**config.mk**
```make
export PLATFORM = sky130hd
export DESIGN_NAME = ieee754_div
export DESIGN_NICKNAME = d
export VERILOG_FILES = /design/src/rtl/ieee754_pkg.sv /design/src/rtl/ieee754_classify.sv /design/src/rtl/ieee754_div.sv
export SDC_FILE = /design/constraint.sdc
export NUM_CORES = 1
export LEC_CHECK = 0
export ABC_CLOCK_PERIOD_IN_PS = 9000
export CAP_MARGIN = 20
export CORE_UTILIZATION = 40
export CTS_BUF_LIST = sky130_fd_sc_hd__clkbuf_2 sky130_fd_sc_hd__clkbuf_4 sky130_fd_sc_hd__clkbuf_8
export CTS_CLUSTER_SIZE = 8
export DETAILED_ROUTE_END_ITERATION = 10
export SKIP_CTS_REPAIR_TIMING = 1
export SLEW_MARGIN = 20
export SYNTH_ARGS = -nofsm -noshare
export SYNTH_HDL_FRONTEND = slang
export SYNTH_SLANG_ARGS = --single-unit
export TNS_END_PERCENT = 50
```
**constraint.sdc**
```tcl
create_clock -name clk -period 9 [get_ports clk]
set_input_delay 2.7 -clock clk [delete_from_list [all_inputs] [get_ports clk]]
set_output_delay 2.7 -clock clk [all_outputs]
set_load 0.005 [all_outputs]
```
**src/rtl/ieee754_pkg.sv**
```systemverilog
// Definitions shared by the single-precision arithmetic units:
// format constants, divider FSM states, operand classes and exception flags.
package ieee754_pkg;

    localparam int unsigned EXP_BIAS = 127;
    localparam int unsigned EXP_MAX  = 255;
    localparam int unsigned FRAC_W   = 23;
    localparam int unsigned MANT_W   = 24;

    typedef enum logic [1:0] {
        ST_IDLE,
        ST_DIV,
        ST_NORM
    } state_e;

    typedef enum logic [1:0] {
        CLS_ZERO,
        CLS_INF,
        CLS_NORMAL
    } cls_e;

    typedef struct packed {
        logic div_by_zero;
        logic invalid;
        logic overflow;
        logic underflow;
    } flags_t;

endpackage

```
**src/rtl/ieee754_classify.sv**
```systemverilog
// Splits a binary32 operand into sign, exponent and mantissa (hidden bit set).
// Denormals classify as zero and every exp=255 encoding classifies as infinity.
module ieee754_classify
    import ieee754_pkg::*;
(
    input  logic [31:0]       op_i,
    output logic              sign_o,
    output logic [7:0]        exp_o,
    output logic [MANT_W-1:0] mant_o,
    output cls_e              cls_o
);

    always_comb begin
        sign_o = op_i[31];
        exp_o  = op_i[30:23];
        mant_o = {1'b1, op_i[FRAC_W-1:0]};
        if (exp_o == '0) begin
            cls_o = CLS_ZERO;
        end else if (exp_o == '1) begin
            cls_o = CLS_INF;
        end else begin
            cls_o = CLS_NORMAL;
        end
    end

endmodule

```
**src/rtl/ieee754_div.sv**
```systemverilog
// Sequential binary32 divider: restoring shift-subtract, one quotient bit per
// clock, fixed 26-clock latency from accept to done, truncating result.
module ieee754_div
    import ieee754_pkg::*;
#(
    parameter logic [31:0] NAN_VALUE = 32'h7FC0_0000
) (
    input  logic        clk,
    input  logic        rst_n,
    input  logic        start,
    input  logic [31:0] a,
    input  logic [31:0] b,
    output logic        busy,
    output logic        done,
    output logic [31:0] result,
    output logic        div_by_zero,
    output logic        invalid,
    output logic        overflow,
    output logic        underflow
);

    localparam int unsigned DIV_ITERS = 25;

    state_e              state_q, state_d;
    logic [31:0]         a_q, a_d, b_q, b_d;
    logic [25:0]         r_q, r_d;
    logic [24:0]         q_q, q_d;
    logic [4:0]          cnt_q, cnt_d;
    logic                busy_q, busy_d, done_q, done_d;
    logic [31:0]         result_q, result_d;
    flags_t              flags_q, flags_d;

    logic                sign_a, sign_b;
    logic [7:0]          exp_a, exp_b;
    logic [MANT_W-1:0]   mant_a, mant_b;
    cls_e                cls_a, cls_b;

    ieee754_classify u_cls_a (
        .op_i   (a_q),
        .sign_o (sign_a),
        .exp_o  (exp_a),
        .mant_o (mant_a),
        .cls_o  (cls_a)
    );

    ieee754_classify u_cls_b (
        .op_i   (b_q),
        .sign_o (sign_b),
        .exp_o  (exp_b),
        .mant_o (mant_b),
        .cls_o  (cls_b)
    );

    // Normaliser and special-case resolution, consumed on the NORM edge.
    logic               res_sign;
    logic signed [9:0]  e_raw, e_fin;
    logic [FRAC_W-1:0]  frac;
    logic [31:0]        norm_result;
    flags_t             norm_flags;

    always_comb begin
        res_sign    = sign_a ^ sign_b;
        e_raw       = $signed({2'b00, exp_a}) - $signed({2'b00, exp_b})
                      + $signed(10'(EXP_BIAS));
        e_fin       = q_q[24] ? e_raw : e_raw - 10'sd1;
        frac        = q_q[24] ? q_q[23:1] : q_q[22:0];
        norm_result = {res_sign, e_fin[7:0], frac};
        norm_flags  = '0;
        if ((cls_a == CLS_ZERO && cls_b == CLS_ZERO) ||
            (cls_a == CLS_INF  && cls_b == CLS_INF)) begin
            norm_result        = NAN_VALUE;
            norm_flags.invalid = 1'b1;
        end else if (cls_a == CLS_INF) begin
            norm_result = {res_sign, 8'hFF, 23'd0};
        end else if (cls_a == CLS_ZERO) begin
            norm_result = {res_sign, 31'd0};
        end else if (cls_b == CLS_ZERO) begin
            norm_result            = {res_sign, 8'hFF, 23'd0};
            norm_flags.div_by_zero = 1'b1;
        end else if (cls_b == CLS_INF) begin
            norm_result = {res_sign, 31'd0};
        end else if (e_fin >= $signed(10'(EXP_MAX))) begin
            norm_result         = {res_sign, 8'hFF, 23'd0};
            norm_flags.overflow = 1'b1;
        end else if (e_fin <= 10'sd0) begin
            norm_result          = {res_sign, 31'd0};
            norm_flags.underflow = 1'b1;
        end
    end

    always_ff @(posedge clk or negedge rst_n) begin
        if (!rst_n) begin
            state_q  <= ST_IDLE;
            a_q      <= '0;
            b_q      <= '0;
            r_q      <= '0;
            q_q      <= '0;
            cnt_q    <= '0;
            busy_q   <= 1'b0;
            done_q   <= 1'b0;
            result_q <= '0;
            flags_q  <= '0;
        end else begin
            state_q  <= state_d;
            a_q      <= a_d;
            b_q      <= b_d;
            r_q      <= r_d;
            q_q      <= q_d;
            cnt_q    <= cnt_d;
            busy_q   <= busy_d;
            done_q   <= done_d;
            result_q <= result_d;
            flags_q  <= flags_d;
        end
    end

    always_comb begin
        state_d = state_q;
        case (state_q)
            ST_IDLE: if (start) state_d = ST_DIV;
            ST_DIV:  if (cnt_q == 5'(DIV_ITERS - 1)) state_d = ST_NORM;
            ST_NORM: state_d = ST_IDLE;
            default: state_d = ST_IDLE;
        endcase
    end

    logic        q_bit;
    logic [25:0] rem;

    always_comb begin
        a_d      = a_q;
        b_d      = b_q;
        r_d      = r_q;
        q_d      = q_q;
        cnt_d    = cnt_q;
        busy_d   = busy_q;
        done_d   = 1'b0;
        result_d = result_q;
        flags_d  = flags_q;
        q_bit    = (r_q >= {2'b00, mant_b});
        rem      = q_bit ? r_q - {2'b00, mant_b} : r_q;
        case (state_q)
            ST_IDLE: begin
                if (start) begin
                    a_d     = a;
                    b_d     = b;
                    // Remainder seeds from the live input since a_q is not yet loaded.
                    r_d     = {3'b001, a[FRAC_W-1:0]};
                    q_d     = '0;
                    cnt_d   = '0;
                    busy_d  = 1'b1;
                    flags_d = '0;
                end
            end
            ST_DIV: begin
                r_d   = {rem[24:0], 1'b0};
                q_d   = {q_q[23:0], q_bit};
                cnt_d = cnt_q + 5'd1;
            end
            ST_NORM: begin
                result_d = norm_result;
                flags_d  = norm_flags;
                done_d   = 1'b1;
                busy_d   = 1'b0;
            end
            default: ;
        endcase
    end

    assign busy        = busy_q;
    assign done        = done_q;
    assign result      = result_q;
    assign div_by_zero = flags_q.div_by_zero;
    assign invalid     = flags_q.invalid;
    assign overflow    = flags_q.overflow;
    assign underflow   = flags_q.underflow;

endmodule

```
# --- Word level (Yosys, flattened, before mapping) ---
# Index checks and enable logic that the tools add are counted.
# W data, S select, Z words.
totals:
  regBits: 160
  latch_bits: 0
  ramBits: 0
  mem_bits_ro: 0
  in_bits: 67
  output_inout_bits: 38
  n_memories: 0
classes:
  n_addsub: 5
  n_mul: 0
  div_mod_pow: 0
  magnitude_cmp: 3
  eq_ne: 9
  n_shift: 0
  muxes: 41
  n_bitwise: 1
  n_reduce_logical: 14
op_table:
  columns: ["operator", "count"]
  rows:
  - ["$mux W31", 6]
  - ["$pmux W26 S2", 1]
  - ["$mux W25", 2]
  - ["$pmux W25 S2", 1]
  - ["$mux W32", 1]
  - ["$ge A26 B24 Y1", 1]
  - ["$mux W26", 1]
  - ["$sub A25 B24 Y25", 1]
  - ["$mux W23", 1]
  - ["$mux W2", 11]
  - ["$eq A8 B8 Y1 const B", 2]
  - ["$logic_not A8 Y1", 2]
  - ["$add A9 B8 Y10 const B", 1]
  - ["$ge A10 B9 Y1 const B", 1]
  - ["$le A10 B1 Y1 const B", 1]
  - ["$mux W1", 10]
  - ["$mux W10", 1]
  - ["$pmux W5 S2", 1]
  - ["$sub A10 B2 Y10 const B", 1]
  - ["$sub A8 B8 Y9", 1]
  - ["$pmux W4 S2", 1]
  - ["$reduce_and A2 Y1", 4]
  - ["$eq A2 B1 Y1 const B", 3]
  - ["$logic_not A2 Y1", 3]
  - ["12 further kinds", 15]

# --- Depth between registers and ports, before layout ---
depth:
  word_depth: 13
  depth_mapped: 17
  ltp_nobuf: 16

# --- Cells and area by module ---
# From an unflattened synthesis, not the netlist that was laid out.
hier_totals:
  cells_unflattened: 1054
  area_unflattened_um2: 9417.8
by_module_without_submodules:
  columns: ["mod", "n_inst", "cells_per_inst", "area_each_um2"]
  rows:
  - ["ieee754_div", 1, 974, 8834.7]
  - ["ieee754_classify", 2, 40, 291.5]

# --- Worst setup path before layout ---
# No wires, ideal clock.
synth_path:
  path_kind: "input to register"
  startpoint: "input port start"
  endpoint: "register b_q[1]"
  arrival_time_ns: 3.922
  path_slack_ns: 4.945
  cell_stages: 4
  path_buffers: 2
  path_cell_list: "nor3b_1 > clkbuf_1 > clkbuf_1 > o21ai_0"
synth_via:
  elab_chain_len: 1
synth_lines:
  columns: ["item", "line", "source"]
  rows:
  - ["start, declared", "ieee754_div.sv:10", "input logic start,"]
  - ["$reduce_and A2 Y1 (no source line)", null, null]
  - ["end signal, assigned", "ieee754_div.sv:95", "b_q <= '0;"]
  - ["end signal, assigned", "ieee754_div.sv:106", "b_q <= b_d;"]
  - ["end, declared", "ieee754_div.sv:25", "logic [31:0] a_q, a_d, b_q, b_d;"]
# Every way passes these cells.
# A chain may end at the register's enable or synchronous reset.

# --- Worst setup path in the final report ---
layout_path:
  startpoint: "input port start"
  endpoint: "register r_q[21]"
layout_via:
  elab_chain_len: 2
layout_lines:
  columns: ["item", "line", "source"]
  rows:
  - ["$ne A2 B2 Y1 (no source line)", null, null]
  - ["$reduce_and A2 Y1 (no source line)", null, null]
  - ["end signal, assigned", "ieee754_div.sv:107", "r_q <= r_d;"]
  - ["end, declared", "ieee754_div.sv:26", "logic [25:0] r_q, r_d;"]
# Every way passes these cells.

==> run_results.csv <==
group,metric,value,unit
synthesis,synth_compound_area_share,17.9,%
run,drv.max_cap_violation_count,0,
place,dpl_cell_area,0.00911,sq mm
place,hpwl,12.2,mm
synthesis,synthArstFlopShare,100,%
critical_path,crit_slowest_cell,"buf_4",
die,io_pins,105,
cts,path_clk_slew,0.10,ns
critical_path,worstRegToRegCells,15,
sta,relSlewSlack,38.2,%
grt,grt_antenna_before_repair,0,
synthesis,synth_xor_area_share,3.76,%
synthesis,yosysSeqAreaShare,43.6,%
final_layout,final_cell_area,0.00951,sq mm
synthesis,synth_top_area_share,43.6,%
routing,drt.antenna.violating_nets,0,
routing,drc,0,
critical_path,slowest_delay,0.73,ns
critical_path,crit_chain,"clkdlybuf4s50_1 > nor3b_2 > buf_4 > nand2_1 > a32o_1 > nor2_1",
critical_path,reg2reg_slack,4.81,ns
critical_path,critPathCapture,"r_q[21]",
synthesis,synth.area.top_cells,"dfrtp_1 (44%), nand2_1 (9.8%), ha_1 (5.6%), o21ai_0 (4.1%), mux2i_1 (3.6%)",
grt,grt-ovfl-total,0,
grt,grt_pass1_vias,6147,
sta,grt_setup_unrepaired,"false",
critical_path,r2r-end,"result[6]",
synthesis,synth_top_family_by_area,"simple AND/OR/NAND/NOR gates",
synthesis,yosys_warnings,0,
synthesis,synthCells,905,
die,fp.coreArea,0.0190,sq mm
pwr,ir_drop,0.197,mV
synthesis,synthMuxAreaShare,3.85,%
critical_path,crit_fanout,98,
grt,grt_first_pass_wirelength,30.6,mm
final_layout,layout.nets,1093,
cts,cts_made_buffers,17,
outcome,status,"complete, no violations",
sta,worst_pin_slew,0.926,ns
sta,finClkSkew,0.0144,ns
final_layout,area_growth,21.0,%
final_layout,n_fill_cell,1836,
synthesis,ys_types,64,
synthesis,synth_ff_type,"dfrtp_1",
synthesis,yosysTopAreaCell,"dfrtp_1",
die,floorplan.die_area,0.0202,sq mm
critical_path,cp.required,9.39,ns
sta,fin_tns_setup,0,ns
cts,clockRootBuffer,"clkbuf_8",
final_layout,final_common_cell,"nand2_1",
critical_path,crit_family,"buffers and inverters",
sta,period_minus_slack,4.25,ns
synthesis,synth_adder_area_share,6.08,%
cts,cts_tree,"yes",
pwr,leakage,0.00421,uW
grt,grt_max_degree,99,
sta,finalMaxSlewViolations,0,
cts,clkSinkCount,137,
critical_path,end_kind,"flop",
critical_path,crit_buf_inv,2,
synthesis,synthSimpleGateAreaFrac,20.0,%
final_layout,drive_gt1_share,7.39,%
pwr,power.density,449,mW/mm^2
cts,clock_path_buffers,2,
routing,drt_iter0_markers,288,
place,io_buffers,104,
grt,grt_usage,19.0,%
hold_path,min_path_type,"flop to flop",
critical_path,arrival,4.65,ns
routing,num_vias,6465,
final_layout,diodes,0,
synthesis,synth-edff-count,0,
sta,setup_viol,0,
synthesis,avgSynthCellArea,8.68,sq um
critical_path,cp_num_cells,6,
critical_path,startpoint_type,"input pin",
synthesis,synth-seq-cells,137,
sta,whs,0.481,ns
cts,insertion_delay,0.46,ns
sta,clock.fmax,235,MHz
routing,drt-total-wl,18.0,mm
final_layout,final_cell_mix,"nand2_1 (206), dfrtp_1 (137), clkdlybuf4s50_1 (103), o21ai_0 (65), inv_1 (49)",
critical_path,rr_startpoint,"b_q[23]",
routing,wl_per_cell,14.2,um
critical_path,critPathLaunch,"start",
die,num_rows,50,
die,die_w,142,um
die,start_util,41.5,%
routing,firstDrtPassIters,5,
die,die_h,142,um
place,place.gp.congestion,0.832,
synthesis,syn_area,0.00786,sq mm
synthesis,syn_nets,1009,
cts,cts_max_level,4,
sta,hold_viol,0,
routing,vias_per_cell,5.12,
critical_path,criticalPathCategory,"input pin to flop",
sta,finalCritPeriodShare,47.2,%
cell usage after synthesis (9+ instances only):
cell      instances
inv_1            49
a211oi_1         14
mux2i_1          28
ha_1             35
nand2_1         206
dfrtp_1         137
xor2_1           13
clkbuf_1         36
a21o_1           10
nor3_1           11
o21ai_0          65
nand4_1          11
o21ai_2          19
xnor2_1          17
nand3_1          39
a21oi_1          32
nor4_1            9
a31oi_1          23
nor2_1           47
per-stage QoR:
step	setup slack, ns	util, %	total power [uW]	cells
floorplan	4.95	-	3130	905
global placement	4.28	48.1	3740	1230
detailed placement	4.26	48.1	3760	1230
CTS	4.74	50.2	4300	1262
global route	4.52	50.2	4700	1262
finish	4.75	50.2	4270	1262
state kept, by name, summed over array words and instances, names as in the netlist:
name,count
div_by_zero,1
busy,1
underflow,1
overflow,1
cnt_q,5
done,1
r_q,26
b_q,32
state_q,2
invalid,1
result,32
q_q,25
a_q,9
area by class of cell:
type	instances	area, sq um	area share (%)
well taps	260	325	3.42
repair buffers	112	1100	11.6
clock inverters	14	150	1.58
flip-flops and latches	137	3430	36.0
clock buffers	18	248	2.60
multi-input cells	672	4070	42.8
inverters	49	184	1.93
report_power, final:
group / switching [uW] / internal [uW] / leakage (uW) / total, uW
clock: 282 / 238 / 0.000202 / 520
combinational: 1500 / 1170 / 0.00230 / 2670
sequential: 188 / 892 / 0.00171 / 1080
cell families after synthesis:
group / after synthesis
AOI/OAI and AO/OA: 214
xor gates and xnor gates: 32
adders and majority gates: 37
buffers and inverters: 96
DFF: 137
muxes: 30
and+or+nand+nor: 359
worst min-delay path by stage:
stage	end	cells after the start	slack, ns	from
after floorplan	b_q[0]	2	0.45	b_q[0]
after global placement	result[14]	2	0.46	result[14]
after detailed placement	result[19]	2	0.47	result[19]
after CTS	result[19]	2	0.49	result[19]
after global routing	result[13]	2	0.50	result[13]
final	result[14]	2	0.48	result[14]
layer usage:
metal  global-route usage (%)  routed length [um]  share of wire, %
met1                     26.2                8840                49
met2                     30.4                8400                47
met3                     3.23                 528               2.9
met4                     5.72                 198               1.1
met5                        0                   0                 0
worst register-to-register path, cell delays in order (launching register included):
cell      delay, ns
dfrtp_1        0.45
ha_1           0.21
inv_1          0.07
fa_1           0.44
inv_1          0.11
ha_1           0.14
nor2b_1        0.22
nand2_1        0.10
nor4_1         0.20
mux2i_1        0.23
or4_4          0.60
nand2_1        0.11
xnor2_1        0.09
o21bai_4       0.21
or4_4          0.75
o21ai_2        0.22
(Power assumes the default switching activity.)
